[config.mk]
export PLATFORM = sky130hd
export DESIGN_NAME = par2serial_tx
export DESIGN_NICKNAME = d
export VERILOG_FILES = /design/src/rtl/par2serial_tx.sv
export SDC_FILE = /design/constraint.sdc
export NUM_CORES = 1
export LEC_CHECK = 0
export ABC_AREA = 1
export CORE_MARGIN = 2
export CORE_UTILIZATION = 46
export CTS_CLUSTER_SIZE = 40
export DETAILED_ROUTE_END_ITERATION = 8
export GPL_TIMING_DRIVEN = 0
export PLACE_DENSITY = 0.81
export REMOVE_ABC_BUFFERS = 1
export SLEW_MARGIN = 0
export SYNTH_ARGS = -nofsm -noshare
export SYNTH_HDL_FRONTEND = slang
export SYNTH_SLANG_ARGS = --single-unit
[constraint.sdc]
create_clock -name clk -period 1.5 [get_ports clk]
set_clock_uncertainty 0.15 [all_clocks]
set_input_delay 0.375 -clock clk [delete_from_list [all_inputs] [get_ports clk]]
set_output_delay 0.375 -clock clk [all_outputs]
set_load 0.005 [all_outputs]
[src/rtl/par2serial_tx.sv]
// Parallel-to-serial transmitter: shifts 8-bit symbols MSB-first, one bit per clock.
// Sends a fixed run of COM symbols after reset, then forwards valid data or COM when idle.
module par2serial_tx #(
  parameter int unsigned SYNC_SYMS = 4,
  parameter logic [7:0]  COM       = 8'hBC
) (
  input  logic       clk,
  input  logic       reset,
  input  logic [8:0] in,
  output logic       word_req,
  output logic       out,
  output logic       active,
  output logic       com_sent
);

  localparam logic       ST_SYNC = 1'b0;
  localparam logic       ST_DATA = 1'b1;
  localparam logic [7:0] SYNC_N  = SYNC_SYMS[7:0];

  logic [2:0] r_bit_cnt;
  logic [7:0] r_sym;
  logic [7:0] r_sync_cnt;
  logic       r_state;
  logic       r_out;
  logic       r_active;
  logic       r_com_sent;

  logic       w_load;
  logic       w_sync_phase;
  logic       w_sel_com;
  logic [7:0] w_next_sym;

  always_comb begin
    w_load       = (r_bit_cnt == 3'd0);
    w_sync_phase = (r_state == ST_SYNC) && (r_sync_cnt < SYNC_N);
    // COM is forced during training, otherwise inserted when no valid word is offered
    w_sel_com    = w_sync_phase || !in[0];
    w_next_sym   = w_sel_com ? COM : in[8:1];
  end

  always_ff @(posedge clk) begin
    if (!reset) begin
      r_bit_cnt  <= '0;
      r_sym      <= '0;
      r_sync_cnt <= '0;
      r_state    <= ST_SYNC;
      r_out      <= 1'b0;
      r_active   <= 1'b0;
      r_com_sent <= 1'b0;
    end else begin
      r_bit_cnt  <= r_bit_cnt + 3'd1;
      r_com_sent <= 1'b0;
      if (w_load) begin
        r_sym      <= w_next_sym;
        r_out      <= w_next_sym[7];
        r_com_sent <= w_sel_com;
        if (w_sync_phase) begin
          r_sync_cnt <= r_sync_cnt + 8'd1;
        end else if (r_state == ST_SYNC) begin
          r_state  <= ST_DATA;
          r_active <= 1'b1;
        end
      end else begin
        r_out <= r_sym[3'd7 - r_bit_cnt];
      end
    end
  end

  assign word_req = w_load;
  assign out      = r_out;
  assign active   = r_active;
  assign com_sent = r_com_sent;

endmodule

==> results.md <==
* Remaining antenna violation count at 0
* Post-synthesis sequential area ratio at 47.36%
* Initial antenna violation count at 0
* Tightest Pin Transition at 0.4086 ns
* Die Area at 2497 µm²
* Final Cell Area at 1249 µm²
* First-pass GRT wire length at 3477 µm
* Inserted Clock Buffers at 3
* Placer Congestion at 0.8279
* GRT met1 Usage at 20.90%
* Worst-case reg-to-reg path depth at 10
* Fin. max-slew vios at 0
* Via-to-Cell Ratio at 4.883
* Hold Path Class: register to register
* Syn Inst Count at 127
* Max Fclk at 615.7 MHz
* Layout cell share with drive strength beyond 1 at 22.37%
* Final worst setup slack at -0.1241 ns
* Dpl hpwl at 1217 µm
* P_leak at 0.5927 nW
* Final Power at 0.001254 W
* Met3 Track Usage GR at 3.030%
* Endpoints failing hold at 0
* Pre-CTS WS at -0.6227 ns
* RSZ-0062 raised after global routing: yes
* Clk slew on worst S/H paths at 0.12 ns
* Cell row count at 16
* Critical path endpoint category: primary output
* GR Overflow Total at 0
* Clock Path Buffers at 2
* First DRT Iteration DRCs at 38
* Most common cell after layout, fill and taps aside: nand2_1
* Core area at 1982 µm²
* Hold Startpoint: r_sync_cnt[7]$_SDFFE_PN0P_
* Net Sw Frac at 28.63%
* Cell Pwr Density at 1005 nW/µm²
* Met2 Usage GRT at 32.22%
* P_int at 0.0008952 W
* Min Hold Slack at 0.2820 ns
* Die width at 49.97 µm
* Initial DRT Pass Iterations at 4
* CTS tree: done
* Post-CTS Hold Fix Bufs at 0
* Max Cap Violations at 0
* Worst reg2reg path endpoint: r_sync_cnt[0]$_SDFFE_PN0P_
* Pin count of the biggest net entering global routing at 13
* CP required at 0.97 ns
* Vias in the first global route at 829
* WL final at 2012 µm
* Failing checks: negative setup slack
* Post-synthesis register bit count at 23
* Critical path type: register to primary output
* Clock Root Buffer: clkbuf_4
* CP startpoint kind: register
* Hold EP: r_sync_cnt[7]$_SDFFE_PN0P_
* Combinational power share at 22.8%
* Initial Util at 49.05%
* Clock Sinks at 23
* Routed wire per std cell at 11.24 µm
* Maximum vdd drop at 0.0007049 V
* # nets final at 167
* Layout Cells excl Fill at 179
* H-tree levels at 1
* Status: finished, violations left
* Die Y at 49.97 µm
* Synth Cell Area at 972.2 µm²
* DR vias at 874
* Synth unique cells at 21
* Min cycle time layout at 1.624 ns
* Clock power frac at 22.4%
* Hold Path Cell Cnt at 2
* Remaining DRCs at 0
* Top library cells by usage in the layout, fill and taps aside: 25 x nand2_1, 20 x dfxtp_1, 18 x inv_1, 14 x nor2_1, 10 x buf_4
* Period utilization at 108.3%
* Top Ports at 15
* Filler cells at 164
* Placed Area at 1125 µm²
* Seq pwr share at 54.8%
* Placed Cells incl. Taps at 165
* R2R Path Start: r_bit_cnt[1]$_SDFF_PN0_
* Antenna Cells at 0
* Syn Area/Cell at 7.655 µm²
* Global-route usage over all layers at 18.48%
* Worst-path maximum fanout at 2
* Sw power at 0.0003592 W
* Setup violators final at 3
* Synth-to-Final Area Change at 28.44%
* Clock network latency to the later pin of the worst-skew pair at 0.31 ns
* Crit path DAT at 1.10 ns
* Slew headroom at 72.76%
* Synth warn at 0
* Top Usage Layer GRT: met2
* Reg-to-reg setup timing slack at -0.02 ns
* PortBufs at 14
[cell families after synthesis]
family | share of synthesized area [%]
fa+ha+maj | 3.861
xor+xnor | 0.9011
buf+inv | 11.45
compound gates | 8.237
flops | 47.36
simple gates | 28.18
[registers in the layout, summed over array words and instances, names as in the netlist]
name,cells
r_state,1
active,1
r_sym,8
out,1
r_sync_cnt,8
r_bit_cnt,3
com_sent,1
[area by class of cell]
type                    instances  area (µm²)  share of cell area, %
multi-input cells              77       417.9                  33.47
flip-flops and latches         23       466.7                  37.37
repair buffers                 24       205.2                  16.43
inverters                      24       98.84                  7.916
clock buffers                   4       26.28                  2.104
well taps                      27       33.78                  2.705
[timing repair]
item | 4_1_cts | 5_1_grt
buffers inserted | 7 | 3
resized for setup | 21 | 1
pin swaps | 1 | 2
endpoints found under the setup margin | 19 | 11
[per-layer routing]
layer,wire length (µm),vias to the layer above
met3,116,10
met5,0,-
li1,-,439
met4,52,0
met2,1004,40
met1,838,385
[cells in the mapped netlist, drive strengths merged]
cell / count / area (µm²)
o21ai: 5 / 25.02
ha: 3 / 37.54
dfxtp: 23 / 460.4
a21oi: 8 / 47.55
inv: 24 / 90.09
nand4: 3 / 18.77
a211oi: 1 / 7.510
nor2: 18 / 87.58
xnor2: 1 / 8.760
nand3: 9 / 45.04
nand2: 28 / 117.6
nor3: 1 / 5.000
buf: 3 / 21.27
[worst max-delay path, stage by stage, from the launching register on]
cell and delay (ns):
dfxtp_2 0.37, inv_2 0.05, ha_4 0.16, inv_2 0.06, nor2_4 0.03, buf_2 0.12
[stage by stage]
step,util [%],setup TNS (ns)
finish,63.01,-0.1509
floorplan,-,-0.1212
global placement,56.76,-5.193
CTS,61.74,-0.1937
detailed placement,56.76,-5.887
global route,63.01,-0.6207
[worst max-delay path by stage]
stage                                            end                    start  slack (ns)  depth (start not counted)
after detailed placement                    word_req  r_bit_cnt[0]$_SDFF_PN0_       -0.62                          5
final                                       word_req  r_bit_cnt[1]$_SDFF_PN0_       -0.12                          5
after CTS                                   word_req  r_bit_cnt[0]$_SDFF_PN0_       -0.13                          5
after global routing                        word_req  r_bit_cnt[1]$_SDFF_PN0_       -0.17                          5
after floorplan           r_sync_cnt[0]$_SDFFE_PN0P_  r_bit_cnt[0]$_SDFF_PN0_       -0.06                          9
after global placement                      word_req  r_bit_cnt[0]$_SDFF_PN0_       -0.61                          5
[power by group through the flow]
stage / clock (W) / combinational (W) / sequential [W]
floorplan: 0 / 0.000153 / 0.000695
global placement: 0 / 0.000229 / 0.000698
detailed placement: 0 / 0.000240 / 0.000700
CTS: 0.000281 / 0.000267 / 0.000684
global route: 0.000319 / 0.000321 / 0.000693
finish: 0.000281 / 0.000286 / 0.000687
(Power assumes the default switching activity.)
